<file path="src/rtl/lsu_pkg.sv">
// Shared encodings for the load/store unit: access sizes, FSM states, request latch layout.
package lsu_pkg;
    localparam logic [1:0] SZ_BYTE = 2'b00;
    localparam logic [1:0] SZ_HALF = 2'b01;
    localparam logic [1:0] SZ_WORD = 2'b10;
    localparam int MEM_BYTES_DEF = 1024;

    typedef enum logic [2:0] {IDLE, RD, CAP, WR, RESP} state_t;

    typedef struct packed {
        logic        write;
        logic [1:0]  size;
        logic        is_unsigned;
        logic [31:0] addr;
        logic [31:0] wdata;
    } req_t;

    function automatic logic [2:0] size_bytes(input logic [1:0] size);
        case (size)
            SZ_BYTE: return 3'd1;
            SZ_HALF: return 3'd2;
            default: return 3'd4;
        endcase
    endfunction
endpackage

</file>
<file path="src/rtl/lsu_byte_lane.sv">
// Combinational lane logic: little-endian extract/extend for loads, lane merge for sub-word stores.
module lsu_byte_lane
    import lsu_pkg::*;
(
    input  logic [31:0] word,
    input  logic [1:0]  offset,
    input  logic [1:0]  size,
    input  logic        is_unsigned,
    input  logic [31:0] wdata,
    output logic [31:0] load_data,
    output logic [31:0] merge_data
);
    logic [4:0]  byte_shift;
    logic [4:0]  half_shift;
    logic [31:0] byte_word;
    logic [31:0] half_word;
    logic [31:0] mask;

    assign byte_shift = {offset, 3'b000};
    assign half_shift = {offset[1], 4'b0000};
    assign byte_word  = word >> byte_shift;
    assign half_word  = word >> half_shift;

    always_comb begin
        load_data  = word;
        merge_data = wdata;
        mask       = '0;
        case (size)
            SZ_BYTE: begin
                load_data  = {{24{~is_unsigned & byte_word[7]}}, byte_word[7:0]};
                mask       = 32'h0000_00FF << byte_shift;
                merge_data = (word & ~mask) | ((wdata & 32'h0000_00FF) << byte_shift);
            end
            SZ_HALF: begin
                load_data  = {{16{~is_unsigned & half_word[15]}}, half_word[15:0]};
                mask       = 32'h0000_FFFF << half_shift;
                merge_data = (word & ~mask) | ((wdata & 32'h0000_FFFF) << half_shift);
            end
            default: ;
        endcase
    end
endmodule

</file>
<file path="src/rtl/load_store_unit.sv">
// Single-outstanding load/store unit; sub-word stores are read-modify-write on whole memory words.
module load_store_unit
    import lsu_pkg::*;
#(
    parameter int MEM_BYTES = MEM_BYTES_DEF
) (
    input  logic        clk,
    input  logic        rst,
    input  logic        req_valid,
    output logic        req_ready,
    input  logic        req_write,
    input  logic [1:0]  req_size,
    input  logic        req_unsigned,
    input  logic [31:0] req_addr,
    input  logic [31:0] req_wdata,
    output logic        resp_valid,
    output logic        resp_err,
    output logic [31:0] resp_rdata,
    output logic        mem_read,
    output logic        mem_write,
    output logic [31:0] mem_addr,
    output logic [31:0] mem_wd,
    input  logic [31:0] mem_rd
);
    state_t      state;
    req_t        req;
    logic [31:0] wword;
    logic [31:0] lane_load;
    logic [31:0] lane_merge;

    logic        illegal;
    logic        misaligned;
    logic        out_of_range;
    logic [32:0] end_addr;

    // 33-bit sum so an address near 2^32 cannot wrap into range
    assign end_addr     = {1'b0, req_addr} + {30'd0, size_bytes(req_size)};
    assign illegal      = (req_size == 2'b11);
    assign misaligned   = ((req_size == SZ_HALF) && req_addr[0]) ||
                          ((req_size == SZ_WORD) && (req_addr[1:0] != 2'b00));
    assign out_of_range = end_addr > 33'(MEM_BYTES);

    // Memory strobes are gated by rst so an abandoned write never lands on the reset edge
    assign req_ready  = (state == IDLE);
    assign resp_valid = (state == RESP);
    assign mem_read   = (state == RD) && !rst;
    assign mem_write  = (state == WR) && !rst;
    assign mem_addr   = {req.addr[31:2], 2'b00};
    assign mem_wd     = ((state == WR) && !rst) ? wword : '0;

    lsu_byte_lane u_lane (
        .word        (mem_rd),
        .offset      (req.addr[1:0]),
        .size        (req.size),
        .is_unsigned (req.is_unsigned),
        .wdata       (req.wdata),
        .load_data   (lane_load),
        .merge_data  (lane_merge)
    );

    always_ff @(posedge clk) begin
        if (rst) begin
            state      <= IDLE;
            req        <= '0;
            wword      <= '0;
            resp_err   <= 1'b0;
            resp_rdata <= '0;
        end else begin
            case (state)
                IDLE: if (req_valid) begin
                    req <= '{write: req_write, size: req_size, is_unsigned: req_unsigned,
                             addr: req_addr, wdata: req_wdata};
                    if (illegal || misaligned || out_of_range) begin
                        resp_err   <= 1'b1;
                        resp_rdata <= '0;
                        state      <= RESP;
                    end else if (req_write && req_size == SZ_WORD) begin
                        wword <= req_wdata;
                        state <= WR;
                    end else begin
                        state <= RD;
                    end
                end
                RD:  state <= CAP;
                CAP: begin
                    if (req.write) begin
                        wword <= lane_merge;
                        state <= WR;
                    end else begin
                        resp_err   <= 1'b0;
                        resp_rdata <= lane_load;
                        state      <= RESP;
                    end
                end
                WR: begin
                    resp_err   <= 1'b0;
                    resp_rdata <= '0;
                    state      <= RESP;
                end
                RESP:    state <= IDLE;
                default: state <= IDLE;
            endcase
        end
    end
endmodule
</file>
<file path="config.mk">
export PLATFORM = sky130hd
export DESIGN_NAME = load_store_unit
export DESIGN_NICKNAME = d
export VERILOG_FILES = /design/src/rtl/lsu_pkg.sv /design/src/rtl/lsu_byte_lane.sv /design/src/rtl/load_store_unit.sv
export SDC_FILE = /design/constraint.sdc
export NUM_CORES = 1
export LEC_CHECK = 0
export ABC_CLOCK_PERIOD_IN_PS = 3300
export CORE_MARGIN = 2
export CORE_UTILIZATION = 45
export DETAILED_ROUTE_END_ITERATION = 6
export MAX_ROUTING_LAYER = met4
export PLACE_DENSITY = 0.79
export SKIP_CTS_REPAIR_TIMING = 1
export SYNTH_ARGS = -nofsm -noshare
export SYNTH_HDL_FRONTEND = slang
export SYNTH_SLANG_ARGS = --single-unit
</file>
<file path="constraint.sdc">
create_clock -name clk -period 3.3 [get_ports clk]
set_clock_uncertainty 0.15 [all_clocks]
set_input_delay 0.66 -clock clk [delete_from_list [all_inputs] [get_ports clk]]
set_output_delay 0.66 -clock clk [all_outputs]
set_load 0.01 [all_outputs]
</file>
==> flow_summary.yaml, run 1 <==
status:
  status: "finished with violations"
  violations: "setup timing"
synthesis:
  synth-async-reset-ratio_pct: 0
  avgSynthCellArea_sq_um: 7.37
  netlist_area_sq_um: 7910
  synth_edf_count: 0
  yosysSeqAreaShare_pct: 34.4
  yosys.area.top_type: "dfxtp_1"
  synth_warnings: 0
  synth-seq-cells: 136
  synthTopCellsByArea: "dfxtp_1, nand2_1, a21oi_1"
  synth_cell_type_count: 74
  synth-main-ff-cell: "dfxtp_1"
  synth_top_area_share_pct: 34.4
  syn_inst: 1073
floorplanning:
  die_area_sq_um: 18700
  start_util_pct: 45.9
  fp.dieH_um: 137
  io_pins: 204
  rows: 48
  core_area_sq_um: 17200
  die_width_um: 137
global_routing:
  gr-total-overflow: 0
  grt_use_met1_pct: 35.8
  antenna_found_initial: 1
  gr-usage-met2_pct: 44.8
  grt_pass1_vias: 7826
  met3_usage_pct: 7.59
  grt_pass1_wl_mm: 40.9
  grt_usage_pct: 28.9
  grt_max_degree: 75
  top_usage_layer: "met2"
sta:
  worst-slew-pin-transition_ns: 1.07
  max-slew-margin-rel_pct: 28.7
  setup_tns_ns: -0.342
  finalCritPeriodShare_pct: 101
  setup_viol: 17
  finalHoldViolations: 0
  hold_slack_ns: 0.305
  clock.fmax_ghz: 0.300
  min_period_ns: 3.34
  final-max-slew-violation-count: 0
  rsz0062_at_grt: "true"
  layout_setup_ws_ns: -0.0359
layout:
  multi_input_area_sq_um: 4690
  areaGrowthSynthToFinish_pct: 43.7
  final.fill_count: 1407
  fin_cells: 1519
  final_common_cell: "nand2_1"
  mostFrequentLayoutCells: "nand2_1, clkdlybuf4s50_1, dfxtp_1, a21oi_1, buf_4"
  finalInstanceArea_sq_um: 11400
  regArea_sq_um: 2720
  nets: 1387
  layout-drive-gt1-share_pct: 16.0
worst_setup_path:
  cpMostUsedCell: "or4_4"
  r2r_end: "resp_rdata[18]"
  critPathKind: "in -> reg"
  path_cells: "buf_8 -> nor2_4 -> ha_4 -> fa_2 -> or4_4 -> a211oi_2 -> o2111ai_2 -> o2bb2ai_2 -> or4_4 -> nand2_8 -> a311oi_1"
  worstPathArrival_ns: 3.45
  required_ns: 3.42
  cp_slowest_cell: "or4_4"
  timing.rr.start: "state[1]"
  cp_top_family: "simple AND/OR/NAND/NOR gates"
  cp-end-kind: "flip-flop"
  cp_max_fo: 21
  crit_path_start_kind: "primary input"
  ff2ff_setup_slack_ns: 0.61
  worstRegToRegCells: 6
  critPathMaxStageDelay_ns: 0.62
  path_buf_inv: 1
  crit_start: "req_size[1]"
run:
  max_cap_viol_count: 0
hold_path:
  hp-start: "mem_addr[6]"
  hold-path-cell-count: 2
  hp-class: "reg -> reg"
  whs_endpoint: "mem_addr[6]"
routing:
  drtAntennaViolNets: 0
  viasPerCell: 5.69
  drc_errors: 0
  avgRoutedWirePerCell_um: 17.9
  dr_total_vias: 8642
  first_pass_iters: 6
  drt_iter0_drc: 859
  routed_wl_mm: 27.2
clock_tree:
  insertion_delay_ns: 0.42
  numCtsBuffers: 17
  cts_root_buf: "clkbuf_16"
  cts_tree: "done"
  cts-htree-levels: 4
  clk_pin_slew_ns: 0.06
  clkSinkCount: 136
  clockBufferDepth: 2
place:
  gp_congestion: 0.974
  dpl_cell_area_sq_um: 10500
  dpl_worst_slack_ns: -0.960
  portBuffers: 201
  hpwl_mm: 19.8
  dp_cells: 1482
power:
  p_leak_nw: 4.23
  power.density_nw_per_um2: 395
  ir_drop_mv: 0.376
==> power by group <==
part | internal [mW] | switching (mW)
sequential | 1.70 | 0.0472
clock | 1.22 | 0.770
combinational | 0.352 | 0.402
total | 3.27 | 1.22
==> synthesized netlist by cell type, types with 3 or more instances <==
cell type	number
clkbuf_1	70
nand3_1	38
nor2b_1	3
nor4_1	6
a221oi_1	8
a222oi_1	8
or2_2	4
nand2_1	230
and3_1	3
nand3b_1	3
buf_4	34
buf_6	4
clkbuf_2	3
mux2i_1	20
xor2_1	6
o22a_1	8
nand2b_1	26
a21boi_0	5
o221a_2	8
ha_1	3
buf_1	3
a31oi_1	11
o221ai_1	8
o21ai_0	68
a311oi_1	7
nand4_1	7
o41ai_1	32
nor3_1	14
nor2_1	42
dfxtp_1	136
a21oi_1	102
a211oi_1	10
inv_1	50
nor3b_1	5
and2_1	36
o211ai_1	3
==> cells by family (layout without fill, tap and decap cells) <==
logic type      Yosys count  count (layout)  synth area share, %
simple gates            436             436                 26.2
compound gates          300             300                 24.8
buf+inv                 166             385                 9.95
flops                   136             136                 34.4
mux                      22              22                 2.96
xor+xnor                  8               8                0.886
fa+ha+maj                 4               4                0.727
other cells               1               3               0.0474
==> area by class of cell <==
class / instances / share of cell area (%)
tap: 225 / 2.48
inverter: 50 / 1.65
clock buffer: 20 / 3.93
multi-input combinational: 772 / 41.2
antenna: 1 / 0.0220
clock inverter: 12 / 1.45
timing repair buffer: 303 / 25.3
sequential: 136 / 24.0
==> worst max-delay path by stage <==
stage | end | cells after the start
final | wword[20] | 11
after detailed placement | wword[18] | 12
after floorplan | wword[17] | 11
after global placement | wword[19] | 12
after global routing | wword[4] | 13
after CTS | wword[20] | 12
==> metrics by stage <==
step / total power, mW / util, %
final: 4.49 / 66.0
after global routing: 4.65 / 66.0
after CTS: 4.49 / 64.5
after detailed placement: 2.51 / 61.0
after global placement: 2.50 / 61.0
after floorplan: 2.15 / -
==> worst reg2reg max path, stage by stage, from the launching register on <==
cell and delay [ns]:
dfxtp_1 0.46, nor3b_2 0.25, buf_4 0.36, nand2b_1 0.18
nor2_1 0.84, nand3_1 0.24, o41ai_2 0.11
==> flip-flops by register name (all words and copies together), names as in the netlist <==
signal and flops:
state 3, resp_rdata 32, req 38, mem_addr 30, wword 32, resp_err 1
==> metal layers <==
| metal | up-vias | wire length [um] |
|---|---|---|
| li1 | 4157 | - |
| met1 | 4036 | 10800 |
| met2 | 387 | 12800 |
| met3 | 62 | 2610 |
| met4 | 0 | 928 |
| met5 | - | 0 |
No activity file was read; power rests on OpenSTA's default activity.
==> run 2: changes to the inputs <==
--- a/config.mk
+++ b/config.mk
@@ -5,7 +5,6 @@
 export SDC_FILE = /design/constraint.sdc
 export NUM_CORES = 1
 export LEC_CHECK = 0
-export ABC_CLOCK_PERIOD_IN_PS = 3300
 export CORE_MARGIN = 2
 export CORE_UTILIZATION = 45
 export DETAILED_ROUTE_END_ITERATION = 6
==> results of run 2 <==
The final DEF is identical to that of run 1; final timing and power are the same.
